### src/rtl/miner_pkg.sv
// Shared types and defaults for the miner job scheduler.
// Defaults describe a 32-bit nonce space hashed as double SHA-256.
package miner_pkg;

  localparam int DEF_NONCE_W = 32;
  localparam int DEF_PHASES  = 2;
  localparam int DEF_PHASE_W = 2;

  typedef enum logic [2:0] {
    S_IDLE,
    S_LAUNCH,
    S_WAIT,
    S_REPORT,
    S_NEXT
  } state_t;

endpackage

### src/rtl/nonce_range_counter.sv
// Nonce range counter: load captures start and inclusive end, inc steps modulo 2^W.
// Value and end-match update one cycle after load/inc; no backpressure, caller gates inc.
module nonce_range_counter #(
  parameter int W = miner_pkg::DEF_NONCE_W
) (
  input  logic         clock,
  input  logic         reset,
  input  logic         load,
  input  logic [W-1:0] load_value,
  input  logic [W-1:0] end_value,
  input  logic         inc,
  output logic [W-1:0] value,
  output logic         is_last
);

  logic [W-1:0] end_q;

  always_ff @(posedge clock) begin
    if (!reset) begin
      value <= '0;
      end_q <= '0;
    end else if (load) begin
      value <= load_value;
      end_q <= end_value;
    end else if (inc) begin
      value <= value + W'(1);
    end
  end

  assign is_last = (value == end_q);

endmodule

### src/rtl/nonce_sweep_ctrl.sv
// Sweeps a nonce range, launching PHASES chained core passes per nonce and reporting hits.
// Accept to first core_start is 1 cycle; a found nonce stalls the sweep until found_ready.
module nonce_sweep_ctrl
  import miner_pkg::*;
#(
  parameter int NONCE_W = DEF_NONCE_W,
  parameter int PHASES  = DEF_PHASES,
  parameter int PHASE_W = DEF_PHASE_W
) (
  input  logic               clock,
  input  logic               reset,
  input  logic               job_valid,
  output logic               job_ready,
  input  logic [NONCE_W-1:0] job_nonce_start,
  input  logic [NONCE_W-1:0] job_nonce_end,
  input  logic               abort,
  output logic               core_start,
  output logic [PHASE_W-1:0] core_phase,
  output logic [NONCE_W-1:0] core_nonce,
  input  logic               core_done,
  input  logic               core_hit,
  output logic               found_valid,
  input  logic               found_ready,
  output logic [NONCE_W-1:0] found_nonce,
  output logic               busy,
  output logic               job_done,
  output logic [NONCE_W:0]   tried_count
);

  localparam logic [PHASE_W-1:0] LAST_PHASE = PHASE_W'(PHASES - 1);

  state_t             state, state_nxt;
  logic [PHASE_W-1:0] phase;
  logic               is_last, kill;
  logic               accept, phase_adv, report_set, report_clr;
  logic               count_inc, nonce_inc, done_set;

  nonce_range_counter #(.W(NONCE_W)) u_range (
    .clock      (clock),
    .reset      (reset),
    .load       (accept),
    .load_value (job_nonce_start),
    .end_value  (job_nonce_end),
    .inc        (nonce_inc),
    .value      (core_nonce),
    .is_last    (is_last)
  );

  assign job_ready  = (state == S_IDLE);
  assign busy       = !job_ready;
  assign core_start = (state == S_LAUNCH);
  assign core_phase = phase;
  assign kill       = abort && (state != S_IDLE);

  always_comb begin
    state_nxt  = state;
    accept     = 1'b0;
    phase_adv  = 1'b0;
    report_set = 1'b0;
    report_clr = 1'b0;
    count_inc  = 1'b0;
    nonce_inc  = 1'b0;
    done_set   = 1'b0;
    unique case (state)
      S_IDLE: if (job_valid) begin
        accept    = 1'b1;
        state_nxt = S_LAUNCH;
      end
      S_LAUNCH: state_nxt = S_WAIT;
      S_WAIT: if (core_done) begin
        if (phase < LAST_PHASE) begin
          phase_adv = 1'b1;
          state_nxt = S_LAUNCH;
        end else if (core_hit) begin
          report_set = 1'b1;
          state_nxt  = S_REPORT;
        end else begin
          state_nxt = S_NEXT;
        end
      end
      S_REPORT: if (found_ready) begin
        report_clr = 1'b1;
        state_nxt  = S_NEXT;
      end
      S_NEXT: begin
        count_inc = 1'b1;
        if (is_last) begin
          done_set  = 1'b1;
          state_nxt = S_IDLE;
        end else begin
          nonce_inc = 1'b1;
          state_nxt = S_LAUNCH;
        end
      end
      default: state_nxt = S_IDLE;
    endcase
    // Abort overrides everything; nonce and count are left for diagnostics.
    if (kill) begin
      phase_adv  = 1'b0;
      report_set = 1'b0;
      report_clr = 1'b0;
      count_inc  = 1'b0;
      nonce_inc  = 1'b0;
      done_set   = 1'b0;
      state_nxt  = S_IDLE;
    end
  end

  always_ff @(posedge clock) begin
    if (!reset) begin
      state       <= S_IDLE;
      phase       <= '0;
      found_nonce <= '0;
      found_valid <= 1'b0;
      tried_count <= '0;
      job_done    <= 1'b0;
    end else begin
      state    <= state_nxt;
      job_done <= done_set;
      if (accept || nonce_inc) phase <= '0;
      else if (phase_adv)      phase <= phase + PHASE_W'(1);
      if (accept)         tried_count <= '0;
      else if (count_inc) tried_count <= tried_count + (NONCE_W+1)'(1);
      if (report_set) begin
        found_nonce <= core_nonce;
        found_valid <= 1'b1;
      end else if (report_clr || kill) begin
        found_valid <= 1'b0;
      end
    end
  end

endmodule

### config.mk
export PLATFORM = sky130hd
export DESIGN_NAME = nonce_sweep_ctrl
export DESIGN_NICKNAME = d
export VERILOG_FILES = /design/src/rtl/miner_pkg.sv /design/src/rtl/nonce_range_counter.sv /design/src/rtl/nonce_sweep_ctrl.sv
export SDC_FILE = /design/constraint.sdc
export NUM_CORES = 1
export LEC_CHECK = 0
export ABC_AREA = 1
export ABC_CLOCK_PERIOD_IN_PS = 2600
export CAP_MARGIN = 25
export CORE_UTILIZATION = 50
export DETAILED_ROUTE_END_ITERATION = 10
export PLACE_DENSITY = 0.81
export SETUP_SLACK_MARGIN = 0.15
export SLEW_MARGIN = 20
export SYNTH_ARGS = -nofsm -noshare
export SYNTH_HDL_FRONTEND = slang
export SYNTH_SLANG_ARGS = --single-unit
### constraint.sdc
create_clock -name clock -period 2.6 [get_ports clock]
set_clock_uncertainty 0.2 [all_clocks]
set_input_delay 0.26 -clock clock [delete_from_list [all_inputs] [get_ports clock]]
set_output_delay 0.26 -clock clock [all_outputs]
set_load 0.1 [all_outputs]
Word level (Yosys, flattened, before mapping)
Index checks and enable logic that the tools add are counted.

storage, ports and cells
  register bits after elaboration = 136
  bits of input ports = 71
  output and inout port bits = 104
  word-level logic and storage cells = 66

operators by class
  $add $sub $neg = 3
  $lt $le $gt $ge = 1
  equal/unequal tests = 8
  muxes and demuxes = 31
  bitwise gates (word level) = 2
  reductions and logical operators = 13

operator list
  operator                                                    count
  2-to-1 mux 32 bit                                           2
  adder 33 x 1 -> 33 bit, second input constant               1
  adder 32 x 1 -> 32 bit, second input constant               1
  == test 32 bit                                              1
  2-to-1 mux 1 bit                                            23
  2-to-1 mux 3 bit                                            5
  case mux 3 bit (5 select lines)                             1
  == test 3 x 2 -> 1 bit, second input constant               2
  != test 2 bit, second input constant                        3
  OR reduction 2 bit                                          3
  nonzero test 2 bit                                          2
  == test 3 x 1 -> 1 bit, second input constant               1
  == test 3 bit, second input constant                        1
  logical NOT 3 bit                                           1
  AND reduction 3 bit                                         1
  nonzero test 3 bit                                          1
  OR reduction 3 bit                                          1
  adder 2 x 1 -> 2 bit, second input constant                 1
  logical OR 1 bit                                            2
  less-than comparator 2 x 1 -> 1 bit, second input constant  1
  inverter 1 bit                                              2
  logical AND 1 bit                                           1
  logical NOT 1 bit                                           1

Depth between registers and ports, before layout
  word-level depth = 6
  depth in mapped cells = 13
  gate-level depth less buffers = 13

Modules after synthesis
A second synthesis with hierarchy kept.

unflattened totals
  cell total of the unflattened synthesis = 1,017
  area, all modules = 7,014.2 um^2

modules (own cells, without submodules)
  module               instances  cells each  area an instance (um^2)  seq. area each (um^2)
  nonce_range_counter  1          530         3,638.5                  1,281.2
  nonce_sweep_ctrl     1          487         3,375.7                  1,441.4

Worst setup path after synthesis
Ideal clock, no wire load.

  kind = flip-flop to flip-flop
  from = register state[0]
  to = register state[1]
  setup time = 0.064 ns
  data arrival time = 2.880 ns
  data required time = 2.336 ns
  setup slack = -0.544 ns
  stages on the path, launching flop included = 7
  path buffers = 0
  period minus slack after synthesis = 3.144 ns
  path through = dfxtp_1 -> inv_1 -> nor3_1 -> inv_1 -> nand2_1 -> a21oi_1 -> nor2_1

between the ends
  elaborated cells between the ends (all ways) = 13
  those cells by class = eq/ne (7); mux (1); reduce/logical (5)

RTL lines
  item                             line                     source
  start: declaration               nonce_sweep_ctrl.sv:32   state_t state, state_nxt;
  start signal: assignment         nonce_sweep_ctrl.sv:118  state <= state_nxt;
  == test 3 x 1 -> 1 bit           -
  net core_start                   nonce_sweep_ctrl.sv:17   output logic core_start,
  case mux 3 bit (5 select lines)  nonce_sweep_ctrl.sv:64   unique case (state)

The timed path passes the listed nets, and every way through them passes these cells.
A chain may end at the register's enable or synchronous reset.

Worst setup path after layout
  from = register tried_count[13]
  to = register tried_count[32]

between the ends
  longest elaborated chain between the ends = 1

RTL lines
  item                      line                     source
  start: declaration        nonce_sweep_ctrl.sv:27   output logic [NONCE_W:0] tried_count
  start signal: assignment  nonce_sweep_ctrl.sv:123  else if (count_inc) tried_count <= tried_count + (NONCE_W+1)'(1);
  adder 33 x 1 -> 33 bit    nonce_sweep_ctrl.sv:123

No other way between the ends.

==> results <==
- The initialized floorplan defines 43 standard-cell rows.
- The height of the die is 123 um.
- For this run the aggregate overflow at the end of global routing stands at 0.
- The tool flagged a number of max-cap violations equal to 0.
- Synthesis produced a netlist whose cell count is 1,109.
- The final worst setup slack is 0.335 ns.
- Prior to clock tree synthesis, the placed netlist has a worst setup slack of 0.349 ns.
- After synthesis, flip-flops and latches occupy 37.0% of the total area.
- The length of the first detailed-routing pass in iterations is 5.
- After synthesis, the share of flip-flops with an asynchronous set or reset is 0%.
- The initial antenna violation count is 1.
- The fraction of power consumed by the clock network is 32.7%.
- The standard cell core area is 0.0141 sq mm.
- Counting flops and latches in the post-synthesis netlist gives 136.
- The count of buffers added on input and output ports is 174.
- STA classifies the critical path startpoint as a flip-flop.
- The top cell types in the final layout, fill and taps aside, are sky130_fd_sc_hd__nand2_1 (313), sky130_fd_sc_hd__nor2_1 (154), sky130_fd_sc_hd__dfxtp_1 (128), sky130_fd_sc_hd__buf_4 (118), sky130_fd_sc_hd__o21ai_0 (96).
- Of the available clock period, the critical path in the final layout requires 87.1%.
- The starting density of the core is 52.1%.
- The final layout net count is 1,349.
- The worst endpoint required time is 2.75 ns.
- Across all layers, the routed design uses 7,928 vias.
- At the pin with the least slew margin, the transition time is 0.823 ns.
- In this run the horizontal extent of the chip is 123 um.
- The clock tree root driver cell is sky130_fd_sc_hd__clkbuf_16.
- The worst endpoint data arrival time is 2.42 ns.
- Setup repair after global routing left no endpoint under its margin.
- The library cell used most frequently in the layout, excluding fill and tap cells, is sky130_fd_sc_hd__nand2_1.
- The worst setup path is captured at a flip-flop.
- The diode insertion count for antenna repair is 0.
- The run finished with clean final reports.
- The number of placed cells counting well taps is 1,436.
- The post-detailed-routing wire length is 22,100 um.
- In the routed layout, each cell is associated on average with a via count of 5.41.
- The later-pin clock latency in the skew report is 0.42 ns.
- Once the clock tree was built, the setup fixing pass inserted 0 buffers.
- The number of max-slew violations in the final report came to 0.
- The count of cells in the finished layout, fillers not included, comes to 1,465.
- Routability-driven placement finished with a final weighted congestion of 0.961.
- Following the worst setup path forward leads to its endpoint at tried_count[32]$_SDFFE_PP0P_.
- The distinct cell type count of the synthesized netlist is 41.
- The length of routed wiring on met1 is 9710 um.
- The clock sink count is 136.
- The combinational share of power is 29.4%.
- The net switching component of the power is 2.36 mW.
- The start point of the critical path is tried_count[13]$_SDFFE_PP0P_.
- The placed wire-length estimate after detailed placement is 16,300 um.
- Along the worst hold path, the cell count comes to 3.
- The number of buffers created by CTS is 17.
- The number of nets with antenna violations after routing is 0.
- The remaining max-slew budget at the tightest pin is 44.6%.
- The smallest clock period supported by the final layout is computed as 2.27 ns.
- The maximum number of pins on one net before global-route repair is 70.
- The worst register-to-register path begins at tried_count[13]$_SDFFE_PP0P_.
- The final number of setup-violating endpoints is 0.
- Yosys printed 0 warnings.
- The die area is 0.0152 sq mm.
- The maximum frequency from static timing analysis is 0.441 GHz.
- From synthesis to final layout, the design area changed by 29.3%.
- A synthesized cell averages 6.64 sq um.
- In this run the number of H-tree levels came out at 4.
- In this run the worst path has a maximum fanout of 4.
- The number of DRC violations after detailed routing is 0.
- The number of global-route vias before repair is 6,996.
- In the final timing run, aggregate negative setup slack is 0 ns.
- The internal power component is 4.05 mW.
- The largest buffer count on any clock path is 2.
- The part of the power in registers is 37.9%.
- The worst voltage drop across the vdd grid is 0.000560 V.
- In the final routed layout, each cell accounts on average for 15.1 um.
- TritonCTS built the clock tree.
- The CTS clock-pin slew for the worst setup and hold paths is 0.05 ns.
- The share of layout cells above drive strength 1 is 15.3%.
- Buffers inserted to repair hold after CTS numbered 0.
- Detailed routing placed a total of 2050 um of wire on met3.
- The number of failing hold endpoints at the final stage was 0.
- The first global-routing pass estimated 35,100 um of wire.
- The worst reg2reg path endpoint is tried_count[32]$_SDFFE_PP0P_.
- The most common flop cell mapped by yosys is sky130_fd_sc_hd__dfxtp_1.
- The start-to-end type of the worst setup path is reg -> reg.
- Global routing used 30.1% of the available tracks across all layers.
- When the netlist entered floorplanning its net count stood at 1,183.
- In this run switching power makes up 36.8% of total power.
- The synthesized area is 0.00737 sq mm.
- The number of filler cells placed in the layout is 1,260.
- The detailed router used layers up to and including met5.
- The count of flip-flops with a built-in enable after synthesis is 0.
- The power per cell area is 672 mW/mm^2.
- The setup check on the worst reg-to-reg path leaves a slack of 0.33 ns.
- For this design the top-level I/O count stands at 175.
- The total length of routed met2 wires is 9810 um.
- For this block, the initial DRC count from the detailed router was 708.
- The path class of the tightest hold or removal check is in -> reg.
- The total leakage power is 3.88 nW.
- The depth of the most critical reg-to-reg path is 8.
routing by layer:
| layer | global-route usage (%) | vias to the layer above |
|---|---|---|
| met1 | 40.7 | 3632 |
| met5 | 0 | - |
| met4 | 12.3 | 2 |
| met3 | 6.46 | 43 |
| li1 | - | 3896 |
| met2 | 46.3 | 355 |
state kept, by name, indices dropped and copies added, names as in the netlist:
name / flops
found_valid: 1
u_range.value: 32
tried_count: 33
found_nonce: 32
state: 3
core_phase: 2
job_done: 1
u_range.end_q: 32
power groups by stage:
| stage | sequential (mW) | combinational, mW | clock (mW) |
|---|---|---|---|
| floorplan | 2.87 | 0.950 | 0 |
| global placement | 2.46 | 1.85 | 0 |
| detailed placement | 2.46 | 1.87 | 0 |
| CTS | 2.42 | 1.87 | 2.11 |
| global route | 2.45 | 2.03 | 2.23 |
| finish | 2.43 | 1.88 | 2.10 |
kinds of logic after synthesis:
logic type                 after synthesis  share of synthesized area (%)
adders and majority gates                3                          0.510
AOI/OAI and AO/OA                      196                           13.6
DFF                                    136                           37.0
and+or+nand+nor                        593                           35.3
buffers and inverters                  131                           7.73
xor gates and xnor gates                50                           5.95
per-stage QoR:
step	total power, mW	util (%)	instance area (sq um)	hold slack (ns)
after floorplan	3.82	-	7380	0.195
after detailed placement	4.33	63.8	9030	0.260
final	6.40	67.3	9530	0.0782
after global routing	6.70	67.3	9530	0.101
after CTS	6.41	67.3	9520	0.0680
after global placement	4.31	63.8	9030	0.254
Yosys cell counts (4+ instances only):
cell | number | area share (%)
sky130_fd_sc_hd__nand2_1 | 313 | 16
sky130_fd_sc_hd__nor2_1 | 155 | 7.9
sky130_fd_sc_hd__dfxtp_1 | 136 | 37
sky130_fd_sc_hd__o21ai_0 | 96 | 6.5
sky130_fd_sc_hd__a21oi_1 | 82 | 5.6
sky130_fd_sc_hd__inv_1 | 80 | 4.1
sky130_fd_sc_hd__nand3_1 | 53 | 3.6
sky130_fd_sc_hd__xnor2_1 | 31 | 3.7
sky130_fd_sc_hd__xor2_1 | 19 | 2.3
sky130_fd_sc_hd__clkbuf_1 | 17 | 0.87
sky130_fd_sc_hd__buf_2 | 16 | 1.1
sky130_fd_sc_hd__nor3_1 | 16 | 1.1
sky130_fd_sc_hd__nand4_1 | 13 | 1.1
sky130_fd_sc_hd__o21ai_1 | 10 | 0.68
sky130_fd_sc_hd__nor2_4 | 8 | 1.2
sky130_fd_sc_hd__buf_6 | 7 | 1.1
sky130_fd_sc_hd__nand2_4 | 7 | 1.1
sky130_fd_sc_hd__nand2_2 | 6 | 0.51
sky130_fd_sc_hd__buf_1 | 4 | 0.20
sky130_fd_sc_hd__inv_2 | 4 | 0.20
sky130_fd_sc_hd__nand3b_1 | 4 | 0.41
critical path, stage by stage, from the launching register on:
cell,delay [ns]
sky130_fd_sc_hd__dfxtp_1,0.40
sky130_fd_sc_hd__nand2_1,0.16
sky130_fd_sc_hd__nor2_1,0.29
sky130_fd_sc_hd__nand2_1,0.09
sky130_fd_sc_hd__nor4_1,0.64
sky130_fd_sc_hd__nand3b_1,0.15
sky130_fd_sc_hd__nand2_1,0.10
sky130_fd_sc_hd__nand2_1,0.05
sky130_fd_sc_hd__a21oi_1,0.11
cell type report:
class                           count  area (sq um)  share of cell area [%]
Multi-Input combinational cell    842          4090                    42.9
Sequential cell                   136          2730                    28.7
Timing Repair Buffer              192          1660                    17.4
Clock buffer                       24           472                    4.95
Inverter                           86           324                    3.40
Tap cell                          180           225                    2.36
Clock inverter                      5          25.0                   0.263
what timing repair did:
| item | CTS | global route |
|---|---|---|
| hold endpoints to repair | 0 | 0 |
| setup endpoints to repair | 0 | 1 |
| gates resized for setup | 0 | 1 |
how the worst min path moves through the flow:
stage	to	startpoint	slack (ns)
after floorplan	u_range.end_q[10]$_SDFFE_PN0P_	job_nonce_end[10]	0.19
after global placement	u_range.end_q[1]$_SDFFE_PN0P_	u_range.end_q[1]$_SDFFE_PN0P_	0.25
after detailed placement	u_range.end_q[1]$_SDFFE_PN0P_	u_range.end_q[1]$_SDFFE_PN0P_	0.26
after CTS	found_nonce[10]$_SDFFE_PN0P_	reset	0.07
after global routing	found_nonce[4]$_SDFFE_PN0P_	reset	0.10
final	found_nonce[10]$_SDFFE_PN0P_	reset	0.08
Power figures use the tool's default switching activity.
